$ cat config.mk
export PLATFORM = sky130hd
export DESIGN_NAME = imm_extend_pipe_flat
export DESIGN_NICKNAME = d
export VERILOG_FILES = /design/src/rtl/imm_extend_pipe_if.sv /design/src/rtl/imm_extend_pipe.sv /design/src/flat_wrapper.sv
export SDC_FILE = /design/constraint.sdc
export NUM_CORES = 1
export LEC_CHECK = 0
export BUFFER_PORTS_ARGS = -buffer_cell sky130_fd_sc_hd__buf_4
export CAP_MARGIN = 20
export CORE_ASPECT_RATIO = 0.6
export CORE_UTILIZATION = 35
export CTS_CLUSTER_DIAMETER = 100
export DETAILED_ROUTE_END_ITERATION = 10
export GPL_TIMING_DRIVEN = 1
export PLACE_DENSITY_LB_ADDON = 0.15
export SYNTH_ARGS = -nofsm -noshare
export SYNTH_HDL_FRONTEND = slang
export SYNTH_SLANG_ARGS = --single-unit
$ cat constraint.sdc
create_clock -name clk -period 1.4 [get_ports clk]
set_input_delay 0.07 -clock clk [delete_from_list [all_inputs] [get_ports clk]]
set_output_delay 0.07 -clock clk [all_outputs]
set_load 0.01 [all_outputs]
$ cat src/rtl/imm_extend_pipe_if.sv
// Valid/ready handshake bundle for the immediate-extension unit.
// The upstream side drives in_*; the downstream side drives out_ready.
interface imm_extend_pipe_if #(
  parameter int unsigned IN_W  = 16,
  parameter int unsigned OUT_W = 32
);
  logic             in_valid;
  logic             in_ready;
  logic [IN_W-1:0]  in_data;
  logic [1:0]       in_mode;
  logic             out_valid;
  logic             out_ready;
  logic [OUT_W-1:0] out_data;
  logic             out_trunc;

  modport slave (
    input  in_valid, in_data, in_mode, out_ready,
    output in_ready, out_valid, out_data, out_trunc
  );

  modport master (
    output in_valid, in_data, in_mode, out_ready,
    input  in_ready, out_valid, out_data, out_trunc
  );
endinterface

$ cat src/rtl/imm_extend_pipe.sv
// Pipelined immediate extender (zero/sign/upper/branch-offset) with a registered
// output stage, one-entry skid buffer and a saturating truncation-event counter.
module imm_extend_pipe #(
  parameter int unsigned IN_W  = 16,
  parameter int unsigned OUT_W = 32,
  parameter int unsigned CNT_W = 8
) (
  input  logic             clk,
  input  logic             rst_n,
  imm_extend_pipe_if.slave bus,
  output logic [CNT_W-1:0] trunc_cnt
);
  localparam int unsigned UP_SH = OUT_W - IN_W;

  logic signed [IN_W-1:0] w_in_s;
  logic [OUT_W-1:0]       w_ext;
  logic [OUT_W-1:0]       w_res;
  logic                   w_trunc;
  logic                   w_in_fire;
  logic                   w_out_fire;

  logic                   r_out_valid;
  logic [OUT_W-1:0]       r_out_data;
  logic                   r_out_trunc;
  logic                   r_skid_valid;
  logic [OUT_W-1:0]       r_skid_data;
  logic                   r_skid_trunc;
  logic [CNT_W-1:0]       r_cnt;

  // Extension datapath; the branch-offset mode flags loss of the top significant bits.
  always_comb begin
    w_in_s  = bus.in_data;
    w_ext   = OUT_W'(w_in_s);
    w_res   = '0;
    w_trunc = 1'b0;
    unique case (bus.in_mode)
      2'b00: w_res = OUT_W'(bus.in_data);
      2'b01: w_res = w_ext;
      2'b10: w_res = OUT_W'(bus.in_data) << UP_SH;
      2'b11: begin
        w_res   = w_ext << 2;
        w_trunc = (w_ext[OUT_W-1 -: 3] != 3'b000) && (w_ext[OUT_W-1 -: 3] != 3'b111);
      end
      default: w_res = '0;
    endcase
  end

  assign w_in_fire  = bus.in_valid & ~r_skid_valid;
  assign w_out_fire = r_out_valid & bus.out_ready;

  // Output register + skid entry; the skid only fills when the output is stalled.
  always_ff @(posedge clk or negedge rst_n) begin
    if (!rst_n) begin
      r_out_valid  <= 1'b0;
      r_out_data   <= '0;
      r_out_trunc  <= 1'b0;
      r_skid_valid <= 1'b0;
      r_skid_data  <= '0;
      r_skid_trunc <= 1'b0;
    end else if (r_skid_valid) begin
      if (w_out_fire) begin
        r_out_data   <= r_skid_data;
        r_out_trunc  <= r_skid_trunc;
        r_skid_valid <= 1'b0;
      end
    end else if (w_in_fire) begin
      if (!r_out_valid || w_out_fire) begin
        r_out_valid <= 1'b1;
        r_out_data  <= w_res;
        r_out_trunc <= w_trunc;
      end else begin
        r_skid_valid <= 1'b1;
        r_skid_data  <= w_res;
        r_skid_trunc <= w_trunc;
      end
    end else if (w_out_fire) begin
      r_out_valid <= 1'b0;
    end
  end

  // Counts truncating results at acceptance time, sticking at all-ones.
  always_ff @(posedge clk or negedge rst_n) begin
    if (!rst_n) begin
      r_cnt <= '0;
    end else if (w_in_fire && w_trunc && (r_cnt != {CNT_W{1'b1}})) begin
      r_cnt <= r_cnt + CNT_W'(1);
    end
  end

  assign bus.in_ready  = ~r_skid_valid;
  assign bus.out_valid = r_out_valid;
  assign bus.out_data  = r_out_data;
  assign bus.out_trunc = r_out_trunc;
  assign trunc_cnt     = r_cnt;
endmodule

$ cat src/flat_wrapper.sv
// flat-port wrapper written by rule: the top's interface ports become plain ports
module imm_extend_pipe_flat 
#(
  parameter int unsigned IN_W  = 16,
  parameter int unsigned OUT_W = 32,
  parameter int unsigned CNT_W = 8
)
  (clk, rst_n, trunc_cnt, bus_in_valid, bus_in_data, bus_in_mode, bus_out_ready, bus_in_ready, bus_out_valid, bus_out_data, bus_out_trunc);
  imm_extend_pipe_if #(.IN_W(IN_W), .OUT_W(OUT_W)) bus_i ();
  input  logic clk;
  input  logic rst_n;
  output logic [CNT_W-1:0] trunc_cnt;
  input wire logic [$bits(bus_i.in_valid)-1:0] bus_in_valid;
  input wire logic [$bits(bus_i.in_data)-1:0] bus_in_data;
  input wire logic [$bits(bus_i.in_mode)-1:0] bus_in_mode;
  input wire logic [$bits(bus_i.out_ready)-1:0] bus_out_ready;
  output wire logic [$bits(bus_i.in_ready)-1:0] bus_in_ready;
  output wire logic [$bits(bus_i.out_valid)-1:0] bus_out_valid;
  output wire logic [$bits(bus_i.out_data)-1:0] bus_out_data;
  output wire logic [$bits(bus_i.out_trunc)-1:0] bus_out_trunc;
  assign bus_i.in_valid = bus_in_valid;
  assign bus_i.in_data = bus_in_data;
  assign bus_i.in_mode = bus_in_mode;
  assign bus_i.out_ready = bus_out_ready;
  assign bus_in_ready = bus_i.in_ready;
  assign bus_out_valid = bus_i.out_valid;
  assign bus_out_data = bus_i.out_data;
  assign bus_out_trunc = bus_i.out_trunc;
  imm_extend_pipe #(.IN_W(IN_W), .OUT_W(OUT_W), .CNT_W(CNT_W)) u_core (.clk(clk), .rst_n(rst_n), .bus(bus_i), .trunc_cnt(trunc_cnt));
endmodule
# Word-level counts from Yosys, hierarchy flattened
# Cells that the tools add are included.
[op_classes]
addsub = 1
bitwise = 4
n_eq_ne = 7
n_mux = 17
n_reduce_logical = 12
[ops]
columns = ["operator", "count"]
rows = [
  ["$mux W32", 4],
  ["$pmux W32 S4", 1],
  ["$mux W1", 12],
  ["$reduce_and A3 Y1", 3],
  ["$add A8 B1 Y8 const B", 1],
  ["$ne A8 B8 Y1 const B", 1],
  ["$reduce_bool A2 Y1", 3],
  ["$eq A2 B2 Y1 const B", 2],
  ["$logic_and A1 B1 Y1", 3],
  ["$ne A3 B3 Y1 const B", 1],
  ["$and A1 B1 Y1", 2],
  ["$eq A2 B1 Y1 const B", 1],
  ["$logic_not A2 Y1", 1],
  ["$ne A2 B1 Y1 const B", 1],
  ["$ne A2 B2 Y1 const B", 1],
  ["$not A1 Y1", 2],
  ["$logic_not A1 Y1", 1],
  ["$logic_or A1 B1 Y1", 1],
]
[totals]
elab_cells = 48
register_bits = 76
input_bits = 22
output_inout_bits = 43

# Depth between registers and ports, before layout
# Gate-level depths: netlist of the first run.
[depth]
ltp_word = 6
mapped_depth = 5

# Worst setup path after synthesis of the first run
# OpenSTA, ideal clock, no wires.
[synth_timing]
kind = "register to register"
startpoint = "register u_core.r_out_valid (netlist: u_core.bus.out_valid)"
endpoint = "register u_core.r_out_data[21] (netlist: u_core.bus.out_data[21])"
synth_period_minus_slack_ps = 1578
stages_incl_launch_ff = 6
setup_slack_ps = -178
arrival_ps = 1452
required_time_ps = 1275
path_cell_list = "dfrtp_1 -> nor2b_4 -> buf_6 -> nor2_4 -> buf_6 -> mux2_4"
[synth_via]
elab_chain_cells = 4
[synth_rtl]
columns = ["element", "line", "source"]
rows = [
  ["start, declared", "imm_extend_pipe.sv:22", "logic r_out_valid;"],
  ["start signal, assigned", "imm_extend_pipe.sv:54", "r_out_valid <= 1'b0;"],
  ["start signal, assigned", "imm_extend_pipe.sv:68", "r_out_valid <= 1'b1;"],
  ["start signal, assigned", "imm_extend_pipe.sv:77", "r_out_valid <= 1'b0;"],
  ["$and A1 B1 Y1 / $logic_not A1 Y1 (equally long branches)", "imm_extend_pipe.sv:49, imm_extend_pipe.sv:67", ""],
  ["$logic_or A1 B1 Y1", "imm_extend_pipe.sv:67", "if (!r_out_valid || w_out_fire) begin"],
  ["$reduce_bool A2 Y1 (no source line)", "--", ""],
  ["$reduce_and A3 Y1 (no source line) (*)", "--", ""],
  ["end signal, assigned", "imm_extend_pipe.sv:62", "r_out_data <= r_skid_data;"],
  ["end signal, assigned", "imm_extend_pipe.sv:69", "r_out_data <= w_res;"],
  ["end, declared", "imm_extend_pipe.sv:23", "logic [OUT_W-1:0] r_out_data;"],
]
# Mark *: on every way between the ends. The rest lies on a longest branch, timed or not.
# A chain may end at the register's enable or synchronous reset.

# Final worst setup path of the first run
[layout_timing]
startpoint = "register u_core.r_skid_valid"
endpoint = "register u_core.r_skid_data[18]"
[layout_via]
elab_chain_cells = 3
[layout_rtl]
columns = ["element", "line", "source"]
rows = [
  ["start, declared", "imm_extend_pipe.sv:25", "logic r_skid_valid;"],
  ["start signal, assigned", "imm_extend_pipe.sv:57", "r_skid_valid <= 1'b0;"],
  ["start signal, assigned", "imm_extend_pipe.sv:64", "r_skid_valid <= 1'b0;"],
  ["start signal, assigned", "imm_extend_pipe.sv:72", "r_skid_valid <= 1'b1;"],
  ["$not A1 Y1 (no source line) (*)", "--", ""],
  ["$and A1 B1 Y1", "imm_extend_pipe.sv:48", "assign w_in_fire = bus.in_valid & ~r_skid_valid;"],
  ["$reduce_and A3 Y1 (no source line) (*)", "--", ""],
  ["end signal, assigned", "imm_extend_pipe.sv:73", "r_skid_data <= w_res;"],
  ["end, declared", "imm_extend_pipe.sv:26", "logic [OUT_W-1:0] r_skid_data;"],
]
# Marks and branches as above.

==> results.txt, run 1 <==
The net load switching power is 3.56 mW. In this run the critical register-to-register path is captured at u_core.r_skid_data[18]$_DFFE_PN0P_. The setup clock skew after layout came out at approximately 0.0034 ns. The count of buffers added on input and output ports is 55. The final period utilization is 104%. For this design, the sink count on the clock tree is 66. Counting flops with an async set or reset pin after synthesis yields a share of 100%.

The minimum hold slack came out at 0.0229 ns. Relative to the synthesized area, the layout overhead comes to 33.3%. The worst endpoint required time is ~1.7 ns.

The total chip power came out at around 10 mW. Tracing the worst setup path back leads to its startpoint at u_core.r_skid_valid$_DFF_PN0_. Of the total synthesized cell area, the portion taken by AND, OR, NAND and NOR gates is 21.9%. The average via count per standard cell came out at 5.18.

The worst-case clock buffer depth is 2. In this run switching power makes up 34.7% of total power. In the synthesized netlist, the cells that appear most often are dfrtp_1 (66), o21ai_0 (35), nand2_1 (34). The number of cells on the worst reg-to-reg path is 5. The global route total overflow is 0.

The largest total area in the synthesized netlist belongs to dfrtp_1. The element type at the critical path start is a register. The capture point of the critical path is u_core.r_skid_data[18]$_DFFE_PN0P_. The number of diodes added for antenna fixing is 0.

Setup violations remaining at the end of the flow were counted as 33. Power spread over the standard cell area amounts to roughly 2300 nW/µm². For this run, the total global-route usage over all layers was measured as 19.0%. The effective utilization at floorplan came out at 36.7%. The latest clock arrival within the worst-skew pair is about 0.33 ns.

The number of enable flip-flop cells after synthesis came out at 0. The congestion estimate from routability-driven global placement came to 0.737. The number of nets in the finished design came out at 438.

The initial antenna violation count came to 0. The H-tree depth is 3. The endpoint kind of the worst setup timing path is a register.

The horizontal extent of the die came out at 130 µm. The critical path goes through buf_6, and4bb_4, clkbuf_16, nor2_1, a31oi_1. The combined area of all synthesized cells came out at 3420 µm². The flow ran to the end, but the final reports show violations. The synthesized netlist cell count is 353.

Counting the buffers created by CTS gives 9. The total of warnings raised by yosys came out at 0. The worst setup path is of the register to register kind.

The part of the power in combinational logic is 46.6%. Ranked by total cell area, the synthesized netlist is headed by dfrtp_1 (48%), a31oi_1 (5.5%), nor2b_1 (5.1%). The average cell area after synthesis came out at roughly 9.7 µm².

The number of global-route vias before repair is 2733. The initial DRC count is 136. CTS placed an instance of clkbuf_16 at the clock tree root. IR analysis of the VDD net gives a maximum drop of about 0.0009 V.

The worst path in the final design needs a cycle of 1.45 ns, including I/O delays and setup. The global-route wire length before repair is 14500 µm. Among all cell types in the netlist, the one instantiated most often is dfrtp_1. In this run the vertical extent of the chip is 78.6 µm. The mux contribution to synthesized area is 7.75%. In the final routed layout, each cell accounts on average for around 17 µm. The part of the total power dissipated in the clock network is 20.2%. The cell at the slowest stage of the critical path is dfrtp_2.

In this run, distinct cell masters in the synthesized netlist total 34. The die covers 10200 µm². The area of the core is 9320 µm². The adder-cell share of the synthesized area came out at 0%. The first-pass iteration count of the detailed router is 4. The TritonCTS clock tree is done. Setup repair after global routing could not meet its margin everywhere.

The fraction of final layout cells with drive strength greater than 1 is 33.1%. The largest net degree at the start of global routing came out at 43. Derived from the worst setup path, the maximum achievable clock frequency is 0.690 GHz.

The number of vias in the routed layout is around 2800. By area, the combinational part of the netlist is dominated by simple AND/OR/NAND/NOR gates. The number of standard-cell rows in the floorplan is 27. For this run, the leading register cell type out of synthesis is dfrtp_1. In this run the register-to-register setup slack is -0.05 ns. The tightest min-delay check is of the input port to register type. The reg-to-reg startpoint is u_core.r_skid_valid$_DFF_PN0_. The checks that failed: negative setup slack. The post-layout worst setup margin came out at -0.0500 ns. The area fraction of the dominant cell type after synthesis came out at 48.3%. The hold violation count in the final report came out at 0.

Summing the areas of all compound-gate instances in the mapped netlist gives 15.2% of the synthesized area. The internal portion of the total power is 6.70 mW. The count of nets left with antenna violations once routing finished came out at 0. The largest driver fanout on the critical path is 21. The number of ports placed on the die boundary came out at 65. The register bit total from synthesis is between 60 and 70.

The delay of the slowest critical-path stage is 0.44 ns. Clock-pin slew was measured on the worst setup and hold paths at ~0.05 ns. The sequential power share came out at between 30% and 40%.

The static leakage power came out at 2.05 nW. The half-perimeter wire length after detailed placement came out at 5980 µm. The DRC violation count after routing is 0. STA puts the critical path data arrival time at approximately 1.7 ns.

Max-cap violations in this run came to 0. Wires add up to 9260 µm. The number of max-slew violations in the final report was 0. Of the total synthesized cell area, the portion taken by XOR and XNOR cells is 0%. The fraction of the yosys area taken by sequential cells came out at between 40% and 50%.
==> layout make-up <==
type                       count  area, µm²
fill                         922       4760
sequential                    66       1650
multi-input combinational    254       1650
timing repair buffer          84        812
clock buffer                  13        260
tap                          130        163
clock inverter                 2       12.5
inverter                       1       7.51
==> power by group through the flow <==
| stage | sequential, mW | clock, mW | combinational (mW) |
|---|---|---|---|
| after floorplan | 3.52 | 0 | 2.52 |
| after global placement | 3.38 | 0 | 4.17 |
| after detailed placement | 3.40 | 0 | 4.26 |
| after CTS | 3.38 | 2.12 | 4.40 |
| after global routing | 3.53 | 2.20 | 5.23 |
| final | 3.41 | 2.08 | 4.78 |
==> registers in the layout, summed over array words and instances (netlist names) <==
name / flops
u_core.bus.out_valid: 1
u_core.r_skid_valid: 1
u_core.bus.out_data: 32
u_core.r_skid_data: 32
==> through the flow <==
stage	setup TNS (ns)	area (µm²)	std cells	setup slack, ns	util, %
after floorplan	-1.19	3460	361	-0.119	-
after global placement	-0.00681	4020	525	-0.00681	43.1
after detailed placement	-0.0569	4020	525	-0.0123	43.1
after CTS	-0.215	4360	545	-0.0244	46.7
after global routing	-2.60	4560	550	-0.0860	48.9
final	-0.488	4560	550	-0.0500	48.9
==> layout by cell type (no fill, tap or decap), drive strengths merged <==
master / synthesis / final
buf: 26 / 78
dfrtp: 66 / 66
o21ai: 35 / 35
nand2: 34 / 34
a31oi: 30 / 30
nor2b: 29 / 29
nor2: 29 / 29
mux2: 19 / 19
clkbuf: 14 / 17
nand3b: 14 / 14
o41ai: 13 / 13
and3: 12 / 12
nor3: 12 / 12
conb: 1 / 9
a21oi: 4 / 4
nand2b: 3 / 3
clkinvlp: 0 / 2
dlygate4sd3: 0 / 2
nand4bb: 1 / 1
and2: 1 / 1
and4bb: 1 / 1
mux2i: 1 / 1
and3b: 1 / 1
or3: 1 / 1
nand4: 1 / 1
o211ai: 1 / 1
nand3: 1 / 1
a211oi: 1 / 1
a22o: 1 / 1
clkinv: 0 / 1
==> worst max-delay path: cells and delay by family, from the launching register on <==
| kind | cells | cell delay [ns] |
|---|---|---|
| AND/OR/NAND/NOR | 2 | 0.46 |
| flip-flops | 1 | 0.44 |
| buffers and inverters | 2 | 0.35 |
| AO/OA/AOI/OAI | 1 | 0.13 |
==> repair_timing <==
| action | 4_1_cts | 5_1_grt |
|---|---|---|
| endpoints found under the setup margin | 24 | 61 |
| hold endpoints to repair | 67 | 0 |
| buffers inserted | 3 | 1 |
| gates cloned | 0 | 4 |
| resized for setup | 3 | 35 |
| hold buffers | 2 | 0 |
==> cells by family (layout without fill, tap and decap cells) <==
family                 Yosys count  count (layout)
buffers and inverters           41             100
AND/OR/NAND/NOR                140             140
other                            1               9
multiplexers                    20              20
flip-flops                      66              66
AO/OA/AOI/OAI                   85              85
==> worst min path at each step <==
stage                  from                                 end  slack [ns]  cells past startpoint
6_report       bus_in_valid    u_core.bus.out_valid$_DFFE_PN0P_        0.02                      2
5_1_grt        bus_in_valid    u_core.bus.out_valid$_DFFE_PN0P_        0.03                      2
4_1_cts        bus_in_valid    u_core.bus.out_valid$_DFFE_PN0P_        0.01                      2
3_5_place_dp          rst_n  u_core.bus.out_data[6]$_DFFE_PN0P_        0.01                      1
3_3_place_gp          rst_n  u_core.bus.out_data[6]$_DFFE_PN0P_        0.01                      1
2_1_floorplan         rst_n  u_core.bus.out_data[0]$_DFFE_PN0P_       -0.23                      0
==> layer usage <==
metal	share of wire, %	GRT usage [%]
met4	0.63	4.30
met3	4.8	5.73
met2	43	28.4
met5	0	0
met1	51	26.6
No activity file was read; power rests on OpenSTA's default activity.
==> inputs of run 2 (changes only) <==
CORE_UTILIZATION = 25   (was 35)
clock period = 1.53 ns   (was 1.4 ns; I/O delays follow)
==> run 2 against run 1 <==
  * The run now ends clean
  * Critical path depth down 1
  * Core utilization down 15 points
  * Clock power about the same
  * Final area down 3.5%
  * Routed wire length up 1.5%
  * Largest cell class unchanged
==> results.txt, run 2 (synthesized netlist as in run 1, its figures left out) <==
The cell area power density is 2070 nW/µm². The layout filler cell count came out at 1341. The overall die area is roughly 14000 µm².

The total area inside the core boundary comes to 13100 µm². The slew of the pin with the lowest slew margin came out at 0.510 ns. The final layout contains routed wiring with a total length of roughly 9400 µm. The total of buffers placed on input and output ports came out at 55. The area growth from synthesis to layout came out at 28.7%.

The met3 routing resource usage after global routing came out at 3.93%. STA classifies the critical path startpoint as a register. The flow ran to the end, and the final reports show no timing, DRC or antenna violations. The count of nets left with antenna violations once routing finished came out at 0. The total negative setup slack came out at 0 ns. The path category of the worst min-delay check is input port to register.

Setup violations remaining at the end of the flow were counted as 0. The setup path with the least slack is of type register to output port. The initial DRC count came out at 178. The global route total overflow came out at 0. The worst endpoint required time is 1.45 ns.

The hold violation count in the final report came out at 0. The post-layout worst setup margin is ~0.061 ns. In this run the critical register-to-register path is launched from u_core.r_skid_valid$_DFF_PN0_.

The global-route met2 utilization came out at 21.3%. The static leakage power came out at 1.96 nW. The congestion estimate from routability-driven global placement came to 0.744. For this design the top-level I/O count stands at 65. The initial antenna violation count is 0. The latest clock arrival within the worst-skew pair came out at 0.34 ns. Setup repair after global routing left no endpoint under its margin.

In this run the most used layer during global routing was met2. The average via count per standard cell came out at ~4.9. The shortest clock period the worst path allows after layout is 1.47 ns. The number of nets in the finished design came out at 426. The top achievable clock speed came out at 0.681 GHz. The capture point of the critical path is bus_in_ready. The startpoint identified for the worst hold timing path is bus_in_valid. The effective utilization at floorplan is 26.1%. Leaving out fill and tap cells, the most frequent cells in the layout are dfrtp_1 (65), buf_4 (61), o21ai_0 (35). The average wire per standard cell came out at between 15 and 20 µm. The height of the die came out at roughly 93 µm. The data arrival time of the worst path came out at 1.39 ns. The number of global-route vias before repair is 2856. TritonCTS built the clock tree.

The maximum ir drop on the vdd rail came out at 0.000713 V. The global-route wire length before repair came out at 15200 µm. For met1 alone, demand over resource in global routing was 19.4%. CTS saw 66 sinks. The clock slew seen by the registers of the worst setup and hold paths is roughly 0.060 ns. The number of max-slew violations in the final report came out at 0. The final critical path takes up 96.0% of the cycle. The post-layout utilization of the core is between 30 and 40%.

The flop-to-flop setup slack is 0.08 ns. The root buffer cell is clkbuf_16. The number of diodes added for antenna fixing came out at 0. Global routing used between 10% and 20% of the available tracks across all layers.

The worst register-to-register path ends at u_core.r_skid_data[15]$_DFFE_PN0P_. The number of standard-cell rows in the floorplan is 32. The fraction of final layout cells with drive strength greater than 1 is 26.7%. The headroom to the max-slew limit came out at between 60% and 70%. Clock tree synthesis inserted a total of 9 buffers. The max-capacitance violation count came out at 0. The clock arrives with 0.00898 ns of skew. The horizontal extent of the die is around 150 µm.

The first-pass iteration count of the detailed router came out at 4. The endpoint kind of the worst setup timing path is an output port. The DRC violation count after routing is 0.

The library cell used most frequently in the layout, excluding fill and tap cells, is dfrtp_1. The clock tree synthesis step divided the H-tree into 3 levels. After legalization and detailed placement, the total HPWL measured 6430 µm.

The largest driver fanout on the critical path is 16. The minimum setup slack after placement came out at 0.0981 ns. The number of vias in the routed layout came out at around 2800. Tracing the worst setup path back leads to its startpoint at u_core.r_skid_valid$_DFF_PN0_. The worst-case clock buffer depth is 2. Entering global routing, the biggest net connects 48 pins. The number of cells on the worst reg-to-reg path is 5.
[run 2: layout make-up]
class                      count  area [µm²]  area share [%]
multi-input combinational    254        1570            35.7
tap                          170         213            4.83
clock inverter                 4        50.0            1.14
clock buffer                  12         256            5.83
timing repair buffer          72         654            14.9
sequential                    66        1650            37.5
inverter                       1        3.75          0.0853
[run 2: timing repair]
action                                  in CTS  in global routing
gates cloned                                 0                  1
endpoints found under the hold margin       32                  0
resized for setup                            1                  4
endpoints found under the setup margin       1                  3
hold buffers                                 2                  0
buffers inserted                             0                  0
[run 2: how the worst min path moves through the flow]
stage	end	slack [ns]	depth (start not counted)
final	u_core.bus.out_valid$_DFFE_PN0P_	0.03	2
after global routing	u_core.bus.out_valid$_DFFE_PN0P_	0.03	2
after CTS	u_core.bus.out_valid$_DFFE_PN0P_	0.02	2
after detailed placement	u_core.bus.out_data[14]$_DFFE_PN0P_	0.08	1
after global placement	u_core.bus.out_data[12]$_DFFE_PN0P_	0.08	1
after floorplan	u_core.bus.out_data[0]$_DFFE_PN0P_	-0.22	0
[run 2: routing by layer]
layer  up-vias  share of wire [%]
li1       1337                  -
met3        11                5.2
met4         0                1.1
met2        60                 43
met5         -                  0
met1      1405                 51
[run 2: worst max-delay path, cell delays in order, from the launching register on]
cell,delay (ns)
dfrtp_1,0.40
buf_4,0.19
inv_1,0.16
buf_12,0.17
buf_4,0.13
[run 2: power by group]
group	switching, mW	internal, mW	total (mW)
registers	0.482	2.61	3.09
clock network	0.761	1.35	2.11
logic	1.88	2.02	3.90
total	3.12	5.98	9.10
[run 2: per-stage QoR]
| step | hold slack, ns | power [mW] | std cells | area (µm²) |
|---|---|---|---|---|
| after CTS | 0.0163 | 9.15 | 578 | 4360 |
| after global routing | 0.0290 | 9.79 | 579 | 4400 |
| after detailed placement | 0.0846 | 6.98 | 560 | 4030 |
| after floorplan | -0.219 | 5.52 | 361 | 3460 |
| final | 0.0276 | 9.10 | 579 | 4400 |
| after global placement | 0.0793 | 6.92 | 560 | 4030 |
